==> src/rtl/spi_master_sequencer_if.sv <==
`default_nettype none
// ============================================================================
// Module   : spi_master_sequencer_if
// Brief    : Request/grant and SPI timing bundle between the sequencer and
//            its requesters. SPI_SEQ_ABORT_EN adds abort/aborted.
// Revision : 1.0 - initial release
// ============================================================================
interface spi_master_sequencer_if #(
    parameter int NREQ       = 2,
    parameter int FRAME_BITS = 64
);
    logic [NREQ-1:0]                   req;
    logic [NREQ-1:0]                   gnt;
    logic                              busy;
    logic                              done;
    logic [$clog2(FRAME_BITS+1)-1:0]   bit_idx;
    logic                              sample_stb;
    logic                              shift_stb;
    logic                              cs;
    logic                              sclk;
`ifdef SPI_SEQ_ABORT_EN
    logic                              abort;
    logic                              aborted;

    modport master (
        input  req, abort,
        output gnt, busy, done, bit_idx, sample_stb, shift_stb, cs, sclk, aborted
    );
    modport slave (
        output req, abort,
        input  gnt, busy, done, bit_idx, sample_stb, shift_stb, cs, sclk, aborted
    );
`else
    modport master (
        input  req,
        output gnt, busy, done, bit_idx, sample_stb, shift_stb, cs, sclk
    );
    modport slave (
        output req,
        input  gnt, busy, done, bit_idx, sample_stb, shift_stb, cs, sclk
    );
`endif
endinterface
`default_nettype wire

==> src/rtl/spi_master_sequencer.sv <==
`default_nettype none
// ============================================================================
// Module   : spi_master_sequencer
// Brief    : Round-robin SPI bus sequencer (CPOL=0/CPHA=0), timing strobes
//            only. Optional SPI_SEQ_ABORT_EN enables frame abort.
// Revision : 1.0 - initial release
// ============================================================================
module spi_master_sequencer #(
    parameter int NREQ            = 2,
    parameter int FRAME_BITS      = 64,
    parameter int SCLK_HALFPERIOD = 1,
    parameter int CS_GAP          = 2
) (
    input  wire logic                   clk,
    input  wire logic                   rst,
    spi_master_sequencer_if.master      bus
);
    localparam int c_PTR_W  = (NREQ > 1) ? $clog2(NREQ) : 1;
    localparam int c_HCNT_W = (SCLK_HALFPERIOD > 1) ? $clog2(SCLK_HALFPERIOD) : 1;
    localparam int c_GCNT_W = (CS_GAP > 1) ? $clog2(CS_GAP) : 1;
    localparam int c_BIT_W  = $clog2(FRAME_BITS + 1);

    localparam logic [2:0] c_IDLE  = 3'd0;
    localparam logic [2:0] c_SETUP = 3'd1;
    localparam logic [2:0] c_HIGH  = 3'd2;
    localparam logic [2:0] c_LOW   = 3'd3;
    localparam logic [2:0] c_GAP   = 3'd4;

    logic [2:0]          r_state, w_state_n;
    logic [c_HCNT_W-1:0] r_hcnt, w_hcnt_n;
    logic [c_GCNT_W-1:0] r_gcnt, w_gcnt_n;
    logic [c_BIT_W-1:0]  r_bit_idx, w_bit_idx_n;
    logic [c_PTR_W-1:0]  r_ptr, w_ptr_n, w_pick;
    logic [NREQ-1:0]     r_gnt, w_gnt_n, w_onehot;
    logic                r_cs, w_cs_n, r_sclk, w_sclk_n, r_busy, w_busy_n;
    logic                r_done, w_done_n, r_sample, w_sample_n, r_shift, w_shift_n;
    logic                w_half_end, w_last_bit;
`ifdef SPI_SEQ_ABORT_EN
    logic                r_aborted, w_aborted_n;
`endif

    // First requester at or above the pointer, wrapping modulo NREQ.
    function automatic logic [c_PTR_W-1:0] rr_pick(input logic [NREQ-1:0] r,
                                                   input logic [c_PTR_W-1:0] p);
        logic [c_PTR_W-1:0] sel;
        logic               found;
        int                 idx;
        sel   = '0;
        found = 1'b0;
        for (int k = 0; k < NREQ; k++) begin
            idx = (int'(p) + k) % NREQ;
            if (!found && r[c_PTR_W'(idx)]) begin
                found = 1'b1;
                sel   = c_PTR_W'(idx);
            end
        end
        return sel;
    endfunction

    assign w_half_end = (r_hcnt == c_HCNT_W'(SCLK_HALFPERIOD - 1));
    assign w_last_bit = (r_bit_idx == c_BIT_W'(FRAME_BITS - 1));

    always_comb begin
        w_state_n   = r_state;
        w_hcnt_n    = r_hcnt;
        w_gcnt_n    = r_gcnt;
        w_bit_idx_n = r_bit_idx;
        w_ptr_n     = r_ptr;
        w_gnt_n     = r_gnt;
        w_cs_n      = r_cs;
        w_sclk_n    = r_sclk;
        w_busy_n    = r_busy;
        w_done_n    = 1'b0;
        w_sample_n  = 1'b0;
        w_shift_n   = 1'b0;
`ifdef SPI_SEQ_ABORT_EN
        w_aborted_n = 1'b0;
`endif
        w_pick             = rr_pick(bus.req, r_ptr);
        w_onehot           = '0;
        w_onehot[w_pick]   = 1'b1;

        case (r_state)
            c_IDLE: begin
                w_bit_idx_n = '0;
                if (|bus.req) begin
                    w_state_n = c_SETUP;
                    w_hcnt_n  = '0;
                    w_gnt_n   = w_onehot;
                    w_cs_n    = 1'b0;
                    w_busy_n  = 1'b1;
                    w_ptr_n   = c_PTR_W'((int'(w_pick) + 1) % NREQ);
                end
            end
            c_SETUP, c_LOW: begin
                if (!w_half_end) begin
                    w_hcnt_n = r_hcnt + 1'b1;
                end else if (r_state == c_LOW && w_last_bit) begin
                    w_state_n = c_GAP;
                    w_gcnt_n  = '0;
                    w_cs_n    = 1'b1;
                    w_gnt_n   = '0;
                    w_done_n  = 1'b1;
                end else begin
                    // SETUP and every non-final LOW both open a HIGH phase.
                    w_state_n  = c_HIGH;
                    w_hcnt_n   = '0;
                    w_sclk_n   = 1'b1;
                    w_sample_n = 1'b1;
                    if (r_state == c_LOW) begin
                        w_bit_idx_n = r_bit_idx + 1'b1;
                    end
                end
            end
            c_HIGH: begin
                if (!w_half_end) begin
                    w_hcnt_n = r_hcnt + 1'b1;
                end else begin
                    w_state_n = c_LOW;
                    w_hcnt_n  = '0;
                    w_sclk_n  = 1'b0;
                    w_shift_n = !w_last_bit;
                end
            end
            c_GAP: begin
                if (r_gcnt == c_GCNT_W'(CS_GAP - 1)) begin
                    w_state_n   = c_IDLE;
                    w_busy_n    = 1'b0;
                    w_bit_idx_n = '0;
                end else begin
                    w_gcnt_n = r_gcnt + 1'b1;
                end
            end
            default: begin
                w_state_n   = c_IDLE;
                w_cs_n      = 1'b1;
                w_sclk_n    = 1'b0;
                w_gnt_n     = '0;
                w_busy_n    = 1'b0;
                w_bit_idx_n = '0;
            end
        endcase

`ifdef SPI_SEQ_ABORT_EN
        if (bus.abort && (r_state == c_SETUP || r_state == c_HIGH || r_state == c_LOW)) begin
            w_state_n   = c_GAP;
            w_gcnt_n    = '0;
            w_hcnt_n    = '0;
            w_bit_idx_n = r_bit_idx;
            w_sclk_n    = 1'b0;
            w_cs_n      = 1'b1;
            w_gnt_n     = '0;
            w_sample_n  = 1'b0;
            w_shift_n   = 1'b0;
            w_done_n    = 1'b1;
            w_aborted_n = 1'b1;
        end
`endif
    end

    always_ff @(posedge clk) begin
        if (rst) begin
            r_state   <= c_IDLE;
            r_hcnt    <= '0;
            r_gcnt    <= '0;
            r_bit_idx <= '0;
            r_ptr     <= '0;
            r_gnt     <= '0;
            r_cs      <= 1'b1;
            r_sclk    <= 1'b0;
            r_busy    <= 1'b0;
            r_done    <= 1'b0;
            r_sample  <= 1'b0;
            r_shift   <= 1'b0;
`ifdef SPI_SEQ_ABORT_EN
            r_aborted <= 1'b0;
`endif
        end else begin
            r_state   <= w_state_n;
            r_hcnt    <= w_hcnt_n;
            r_gcnt    <= w_gcnt_n;
            r_bit_idx <= w_bit_idx_n;
            r_ptr     <= w_ptr_n;
            r_gnt     <= w_gnt_n;
            r_cs      <= w_cs_n;
            r_sclk    <= w_sclk_n;
            r_busy    <= w_busy_n;
            r_done    <= w_done_n;
            r_sample  <= w_sample_n;
            r_shift   <= w_shift_n;
`ifdef SPI_SEQ_ABORT_EN
            r_aborted <= w_aborted_n;
`endif
        end
    end

    assign bus.gnt        = r_gnt;
    assign bus.busy       = r_busy;
    assign bus.done       = r_done;
    assign bus.bit_idx    = r_bit_idx;
    assign bus.sample_stb = r_sample;
    assign bus.shift_stb  = r_shift;
    assign bus.cs         = r_cs;
    assign bus.sclk       = r_sclk;
`ifdef SPI_SEQ_ABORT_EN
    assign bus.aborted    = r_aborted;
`endif

endmodule
`default_nettype wire

==> src/flat_wrapper.sv <==
// flat-port wrapper written by rule: the top's interface ports become plain ports
module spi_master_sequencer_flat 
#(
    parameter int NREQ            = 2,
    parameter int FRAME_BITS      = 64,
    parameter int SCLK_HALFPERIOD = 1,
    parameter int CS_GAP          = 2
)
  (clk, rst, bus_req, bus_gnt, bus_busy, bus_done, bus_bit_idx, bus_sample_stb, bus_shift_stb, bus_cs, bus_sclk);
  spi_master_sequencer_if #(.NREQ(NREQ), .FRAME_BITS(FRAME_BITS)) bus_i ();
  input  wire logic clk;
  input  wire logic rst;
  input wire logic [$bits(bus_i.req)-1:0] bus_req;
  output wire logic [$bits(bus_i.gnt)-1:0] bus_gnt;
  output wire logic [$bits(bus_i.busy)-1:0] bus_busy;
  output wire logic [$bits(bus_i.done)-1:0] bus_done;
  output wire logic [$bits(bus_i.bit_idx)-1:0] bus_bit_idx;
  output wire logic [$bits(bus_i.sample_stb)-1:0] bus_sample_stb;
  output wire logic [$bits(bus_i.shift_stb)-1:0] bus_shift_stb;
  output wire logic [$bits(bus_i.cs)-1:0] bus_cs;
  output wire logic [$bits(bus_i.sclk)-1:0] bus_sclk;
  assign bus_i.req = bus_req;
  assign bus_gnt = bus_i.gnt;
  assign bus_busy = bus_i.busy;
  assign bus_done = bus_i.done;
  assign bus_bit_idx = bus_i.bit_idx;
  assign bus_sample_stb = bus_i.sample_stb;
  assign bus_shift_stb = bus_i.shift_stb;
  assign bus_cs = bus_i.cs;
  assign bus_sclk = bus_i.sclk;
  spi_master_sequencer #(.NREQ(NREQ), .FRAME_BITS(FRAME_BITS), .SCLK_HALFPERIOD(SCLK_HALFPERIOD), .CS_GAP(CS_GAP)) u_core (.clk(clk), .rst(rst), .bus(bus_i));
endmodule
==> config.mk <==
export PLATFORM = sky130hd
export DESIGN_NAME = spi_master_sequencer_flat
export DESIGN_NICKNAME = d
export VERILOG_FILES = /design/src/rtl/spi_master_sequencer_if.sv /design/src/rtl/spi_master_sequencer.sv /design/src/flat_wrapper.sv
export SDC_FILE = /design/constraint.sdc
export NUM_CORES = 1
export LEC_CHECK = 0
export CAP_MARGIN = 20
export CORE_MARGIN = 2
export CORE_UTILIZATION = 35
export DETAILED_ROUTE_END_ITERATION = 7
export PLACE_DENSITY = 0.57
export SLEW_MARGIN = 15
export SYNTH_ARGS = -nofsm -noshare
export SYNTH_HDL_FRONTEND = slang
export SYNTH_SLANG_ARGS = --single-unit
==> constraint.sdc <==
create_clock -name clk -period 1.55 [get_ports clk]
set_input_delay 0.31 -clock clk [delete_from_list [all_inputs] [get_ports clk]]
set_output_delay 0.31 -clock clk [all_outputs]
set_load 0.03 [all_outputs]
# == Word-level counts from Yosys, hierarchy flattened ==
# Cells that the tools add are included.
# totals
input_bits,4
ff_bits,21
word_cells,104
# op_classes
reduce_logical,23
n_eq_ne,12
muxes,43
n_addsub,5
n_lt_le_gt_ge,4
n_bitwise,5
# ops
cell,n
7-bit two-way mux,4
1-bit two-way mux,22
7-bit case mux with 3 select lines,1
3-bit two-way mux,5
3-bit case mux with 4 select lines,1
4-bit AND reduction,3
1-bit case mux with 3 select lines,3
3-bit OR reduction,3
2-bit by 1-bit inequality test with 1-bit output (second input constant),4
2-bit OR reduction,4
7-bit by 1-bit adder with 7-bit output (second input constant),1
7-bit by 6-bit == test with 1-bit output (second input constant),1
3-bit by 2-bit == test with 1-bit output (second input constant),2
1-bit by 3-bit < comparator with 1-bit output (second input constant),2
2-bit two-way mux,3
2-bit inequality test (second input constant),3
2-bit case mux with 3 select lines,1
3-bit AND reduction,2
1-bit inverter,5
5-bit AND reduction,1
1-bit adder (second input constant),4
1-bit case mux with 2 select lines,2
2-bit AND reduction,2
2-bit nonzero test,2
other kinds (8),11

# == Logic depth before layout (Yosys ltp) ==
# Gate-level depths: netlist of run 1.
# logic_depth
depth_word,13
depth_mapped,5

# == Least setup slack after synthesis of run 1 ==
# OpenSTA, ideal clock, no wires.
# synth_path
path_kind,reg-to-reg
from,register u_core.r_bit_idx[1] (netlist: u_core.bus.bit_idx[1])
to,register u_core.r_gcnt
arrival_ps,1596
stages_incl_launch_ff,6
path_slack_ps,-178
synth_period_minus_slack_ps,1728
n_path_buf,0
cell_sequence,dfxtp_1 -> ha_1 -> nand4_1 -> or2_2 -> o31ai_1 -> a21oi_1
# synth_between
elab_chain_cells,4
# synth_lines
element,line_no,source
"start, declared",spi_master_sequencer.sv:32,"logic [c_BIT_W-1:0] r_bit_idx, w_bit_idx_n;"
"start signal, assigned",spi_master_sequencer.sv:182,r_bit_idx <= w_bit_idx_n;
7-bit by 6-bit == test with 1-bit output,spi_master_sequencer.sv:61,assign w_last_bit = (r_bit_idx == c_BIT_W'(FRAME_BITS - 1));
1-bit logical AND,spi_master_sequencer.sv:98,end else if (r_state == c_LOW && w_last_bit) begin
2-bit by 1-bit inequality test with 1-bit output (no line),n/a,
3-bit AND reduction (no line),n/a,
"end signal, assigned",spi_master_sequencer.sv:181,r_gcnt <= w_gcnt_n;
"end, declared",spi_master_sequencer.sv:31,"logic [c_GCNT_W-1:0] r_gcnt, w_gcnt_n;"
# Every way passes these cells.
# A chain may end at the register's enable or synchronous reset.

# == Final worst setup path of run 1 ==
# layout_path
from,register u_core.r_bit_idx[0] (netlist: u_core.bus.bit_idx[0])
to,register u_core.r_cs (netlist: u_core.bus.cs)
# layout_between
elab_chain_cells,4
# layout_lines
element,line_no,source
7-bit by 6-bit == test with 1-bit output,spi_master_sequencer.sv:61,
1-bit logical AND,spi_master_sequencer.sv:98,
2-bit by 1-bit inequality test with 1-bit output (no line),n/a,
4-bit AND reduction (no line),n/a,
"end signal, assigned",spi_master_sequencer.sv:185,r_cs <= w_cs_n;
"end, declared",spi_master_sequencer.sv:35,"logic r_cs, w_cs_n, r_sclk, w_sclk_n, r_busy, w_busy_n;"
# Every way passes these cells.

==> results.txt, run 1 <==
Outcome: complete, no violations
Fillers: 261
Synth Cell Area: 970 um2
Sequential fraction of the synthesis area: 0.413
Antenna diode count: 0
Post-route DRC: 0
Io pins: 19
Total nets after synthesis: 112
Post-synth cell types: 44
Non-filler instance count after layout: 180
Worst-path fanout max: 4
Initial antenna violation count: 0
Final Hold Viols: 0
RePlAce Congestion: 0.733
TritonCTS clock tree: built
Die area: 3210 um2
Kind of path behind the tightest hold check: reg2reg
IO buf count: 18
Cells after DPL: 173
Critical Path Sink Type: flop
Critical Path RT: 1.77 ns
Core region area: 2690 um2
Worst hold slack: 0.480 ns
Maxcap violations: 0
GRT overflow: 0
Starting Density: 0.361
Final ANT Viol Nets: 0
Layout net count: 155
Clock sinks: 20
Hpwl dp: 1730 um
Clock latency on the worst-skew pair: 0.31 ns
Crit path launch type: flop
Layout area overhead: 46.1%
RSZ-0062 raised after global routing: yes
WL/cell: 13.5 um
Worst setup path class: reg2reg
Die W: 56.6 um
CTS root buf: clkbuf_4
Final min period: 1.52 ns
Row Count: 19
CP arrival: 1.74 ns
Vias per cell: 5.35
FF+latch count, synth: 20
Syn Area/Cell: 9.06 um2
Gate count after technology mapping: 107
Router iterations before antenna repair: 5
Share of layout cells above drive strength 1: 0.362
Pwr dens: 753 nW/um2
Most common cell in the synthesized netlist: dfxtp_1
Vias in the first global route: 897
Clock-pin slew of the registers on the worst-case setup and hold paths: 0.12 ns
Vias: 963
Leak Pwr: 0.000566 uW
Max-slew headroom: 0.784
EDFF count, synth: 0
Async set or reset register ratio after synthesis: 0
First-pass GRT wire length: 3980 um
Final WL: 2430 um
Setup violations, final: 0
Chip height: 56.6 um
Gr usage total: 0.160
Tcrit/Tclk final: 0.978
Core Util, Final: 0.527
Starting DRT DRC Count: 12
Predominant post-synthesis flop cell: dfxtp_1
Max Buffers Root-to-Sink: 2
Share of the synthesized area in the top cell type: 0.413
Leading area contributor after synthesis: dfxtp_1
Commonest cells post-synth: dfxtp_1, nor2_1, nand2_1
CTS Buf Count: 3
Clk_skew: 0.00710 ns
Fmax: 660 MHz
Synth Warn #: 0
Pwr Total: 1070 uW
CTS H-tree lvls: 1
Pin count of the biggest net entering global routing: 14
Slew @ Worst Pin: 0.325 ns
Max Slew Vio Count: 0
Synth area leaders: dfxtp_1, nor3_1, nor2_1
Worst vdd ir: 0.460 mV
[layout make-up]
cell class,count,area [um2],area share
clock buffers,3,22.5,0.0159
clock inverters,1,3.75,0.00265
inverters,6,22.5,0.0159
multi-input cells,77,574,0.405
flip-flops and latches,20,417,0.294
well taps,31,38.8,0.0274
repair buffers,42,338,0.239
[layout by cell type, fill, tap and decap left out, types with 2 or more instances in the layout]
master           instances
dlygate4sd2_1           14
nand3b_1                 4
and4_1                   2
clkbuf_4                 3
o31a_1                   2
o31ai_2                  2
o21ai_0                  5
clkdlybuf4s50_1          3
nand2_1                  8
dfxtp_4                  3
a211oi_1                 2
a21oi_1                  3
dfxtp_1                 13
nor3_1                   6
nor2_1                   9
inv_1                    5
o22ai_1                  2
nand3_1                  3
o21a_1                   2
buf_4                   24
dfxtp_2                  4
[worst max-delay path, cell delays in order (launching register included)]
cell and delay (ns):
dfxtp_4 0.37, ha_4 0.15, nand4_1 0.18, nor3_2 0.09
or3b_4 0.39, o31a_1 0.23
[registers in the layout, indices dropped and copies added (netlist names)]
register / count
u_core.bus.busy: 1
u_core.bus.shift_stb: 1
u_core.r_gcnt: 1
u_core.bus.cs: 1
u_core.bus.sample_stb: 1
u_core.bus.done: 1
u_core.bus.sclk: 1
u_core.bus.gnt: 2
u_core.bus.bit_idx: 7
u_core.r_state: 3
u_core.r_ptr: 1
[metal layers]
metal | share of wire | GRT usage | vias up
li1 | - | - | 480
met5 | 0 | 0 | -
met4 | 0.020 | 0.0714 | 0
met3 | 0.041 | 0.0346 | 5
met2 | 0.49 | 0.266 | 22
met1 | 0.45 | 0.197 | 456
[kinds of logic (layout without fill, tap and decap cells)]
kind of cell | after synthesis | after routing | synth area share
AND/OR/NAND/NOR | 43 | 43 | 0.253
XOR/XNOR | 1 | 1 | 0.00903
adder cells (fa/ha/maj) | 1 | 1 | 0.0129
flip-flops | 20 | 20 | 0.413
AO/OA/AOI/OAI | 32 | 32 | 0.257
buffers and inverters | 10 | 52 | 0.0555
[per-stage QoR]
stage | cell area [um2] | worst slack [ns] | setup TNS [ns]
after floorplan | 985 | 0.00422 | 0
after global placement | 1330 | -0.118 | -0.402
after detailed placement | 1330 | -0.153 | -0.511
after CTS | 1360 | 0.00452 | 0
after global routing | 1420 | -0.0352 | -0.0736
final | 1420 | 0.0339 | 0
[power by group]
part           switching (uW)  internal (uW)
clock network             175           94.2
registers                21.1            537
logic                     131            109
[final timing paths]
path / from / end / slack, ns / cells past startpoint
hold / removal: u_core.bus.gnt[1]$_SDFFE_PP0P_ / u_core.bus.gnt[1]$_SDFFE_PP0P_ / 0.48 / 2
setup reg to reg: u_core.bus.bit_idx[0]$_SDFFE_PP0P_ / u_core.bus.cs$_SDFFE_PP1P_ / 0.03 / 5
hold reg to reg: u_core.bus.gnt[1]$_SDFFE_PP0P_ / u_core.bus.gnt[1]$_SDFFE_PP0P_ / 0.48 / 2
setup / recovery: u_core.bus.bit_idx[0]$_SDFFE_PP0P_ / u_core.bus.cs$_SDFFE_PP1P_ / 0.03 / 5
[repair_timing]
item | in CTS | in global routing
hold buffers | 0 | 0
buffers inserted | 1 | 2
pin swaps | 3 | 5
endpoints found under the setup margin | 21 | 9
endpoints found under the hold margin | 0 | 0
resized for setup | 19 | 11
Power figures use the tool's default switching activity.
==> inputs of run 2 (changes only) <==
--- a/config.mk
+++ b/config.mk
@@ -7,9 +7,9 @@
 export LEC_CHECK = 0
 export CAP_MARGIN = 20
 export CORE_MARGIN = 2
-export CORE_UTILIZATION = 35
+export CORE_UTILIZATION = 49
 export DETAILED_ROUTE_END_ITERATION = 7
-export PLACE_DENSITY = 0.57
+export PLACE_DENSITY = 0.73
 export SLEW_MARGIN = 15
 export SYNTH_ARGS = -nofsm -noshare
 export SYNTH_HDL_FRONTEND = slang
==> constraint.sdc (replaced) <==
create_clock -name clk -period 1.6 [get_ports clk]
set_input_delay 0.32 -clock clk [delete_from_list [all_inputs] [get_ports clk]]
set_output_delay 0.32 -clock clk [all_outputs]
set_load 0.03 [all_outputs]
==> run 2 against run 1 <==
Compared with the run above:
- first-iteration DRC count is 33% higher
- cell area is 5.9% lower
- core utilization is 17 points higher
- sequential share of layout area is 1.3 points higher
- die area is 27% lower
- global-route usage is 4.6 points higher
- critical path depth is 4 lower
- hold slack worse by 0.016 ns
- non-clock buffer count is 8 lower
- count of clock-buffer cells in the layout stayed put
- flip-flop and latch count stayed put
- cell count is 6.7% lower
- critical path type is now reg2out
==> results.txt, run 2 (synthesis gave the netlist of run 1 again) <==
Antenna diode count: 0
Max Buffers Root-to-Sink: 2
Multi-input logic area: 533 um2
Pin count of the biggest net entering global routing: 14
CP arrival: 1.22 ns
CTS Buf Count: 3
Final ANT Viol Nets: 0
Worst-path fanout max: 8
Clock-pin slew of the registers on the worst-case setup and hold paths: 0.11 ns
Worst vdd ir: 0.624 mV
Dpl ws: -0.105 ns
Kind of path behind the tightest hold check: reg2reg
Starting Density: 0.505
Clk_skew: 0.0142 ns
CP top delay family: flip-flops
Clock sinks: 20
RePlAce Congestion: 0.775
Number of flip-flops in the largest register: 7
Slew @ Worst Pin: 0.336 ns
Final setup margin: 0.0604 ns
Max-slew headroom: 0.777
Crit path launch type: flop
Slowest CP cell: dfxtp_1
Post-route DRC: 0
Router iterations before antenna repair: 4
Gr usage total: 0.206
CTS H-tree lvls: 1
Layout net count: 147
Initial antenna violation count: 0
Core region area: 1920 um2
Critical Path Sink Type: primary output
Buffer and inverter count on the worst path: 1
Fmax: 650 MHz
RSZ-0062 raised after global routing: yes
Vias in the first global route: 865
Starting DRT DRC Count: 16
Die area: 2350 um2
Maxcap violations: 0
Die W: 48.5 um
First-pass GRT wire length: 3710 um
WL/cell: 13.1 um
Layout area overhead: 37.4%
Fillers: 163
Vias: 914
TritonCTS clock tree: built
Worst setup path class: reg2out
Final min period: 1.54 ns
Register Area: 409 um2
Critical Path RT: 1.28 ns
Hpwl dp: 1690 um
Outcome: complete, no violations
Io pins: 19
IO buf count: 18
Final WL: 2210 um
Commonest cells after routing, fill and taps aside: buf_4, dlygate4sd2_1, dfxtp_1, nor2_1, nand2_1
Clock latency on the worst-skew pair: 0.31 ns
Core Util, Final: 0.693
Leak Pwr: 0.000536 uW
Crit path cell chain: dlygate4sd2_1
Max Slew Vio Count: 0
Pwr dens: 876 nW/um2
Max stage delay on crit path: 0.49 ns
Most common cell after layout, fill and taps aside: buf_4
Chip height: 48.5 um
Row Count: 16
Final Hold Viols: 0
Share of layout cells above drive strength 1: 0.284
CTS Hold Buffers Added: 0
CTS root buf: clkbuf_4
GRT overflow: 0
Setup violations, final: 0
Tcrit/Tclk final: 0.962
Vias per cell: 5.44
-- run 2: cell count changes in the layout (fill, tap and decap cells not counted), sizes merged --
| cell | previous run | this run |
|---|---|---|
| clkinv | 1 | 0 |
| dlygate4sd2 | 14 | 15 |
| clkbuf | 4 | 3 |
| bufinv | 0 | 1 |
| buf | 24 | 16 |
-- run 2: final timing paths --
kind	from	to	slack [ns]	cells past startpoint
setup reg to reg	u_core.bus.bit_idx[0]$_SDFFE_PP0P_	u_core.bus.bit_idx[5]$_SDFFE_PP0P_	0.08	5
hold reg to reg	u_core.bus.gnt[0]$_SDFFE_PP0P_	u_core.bus.gnt[0]$_SDFFE_PP0P_	0.46	2
setup / recovery	u_core.bus.bit_idx[5]$_SDFFE_PP0P_	bus_bit_idx[5]	0.06	1
hold / removal	u_core.bus.gnt[0]$_SDFFE_PP0P_	u_core.bus.gnt[0]$_SDFFE_PP0P_	0.46	2
-- run 2: layout make-up --
class,instances,share of cell area
Multi-Input combinational cell,77,0.400
Timing Repair Buffer,34,0.211
Sequential cell,20,0.307
Inverter,6,0.0169
Clock buffer,3,0.0169
Tap cell,27,0.0254
Clock inverter,1,0.0225
-- run 2: power by group --
part	switching [uW]	internal, uW	total [uW]
registers	21.6	523	545
logic	115	90.6	206
clock network	163	253	416
-- run 2: repair_timing --
action	4_1_cts	5_1_grt
cloned	0	0
pin swaps	1	5
resized for setup	15	5
endpoints found under the hold margin	0	0
buffers inserted	0	1
endpoints found under the setup margin	16	8
-- run 2: metal layers --
metal  routed length (um)  up-vias  global-route usage
met5                    0        -                   0
met4                   42        0              0.0857
met3                   66        6              0.0432
met2                 1080       17               0.354
met1                 1020      429               0.250
li1                     -      462                   -
-- run 2: per-stage QoR --
stage | total power (uW) | hold slack [ns] | setup TNS [ns] | cells | cell area (um2)
floorplan | 690 | 0.456 | 0 | 107 | 976
global placement | 769 | 0.464 | -0.0749 | 163 | 1270
detailed placement | 774 | 0.450 | -0.136 | 163 | 1270
CTS | 1170 | 0.466 | 0 | 167 | 1310
global route | 1220 | 0.517 | -0.0101 | 168 | 1330
finish | 1170 | 0.463 | 0 | 168 | 1330
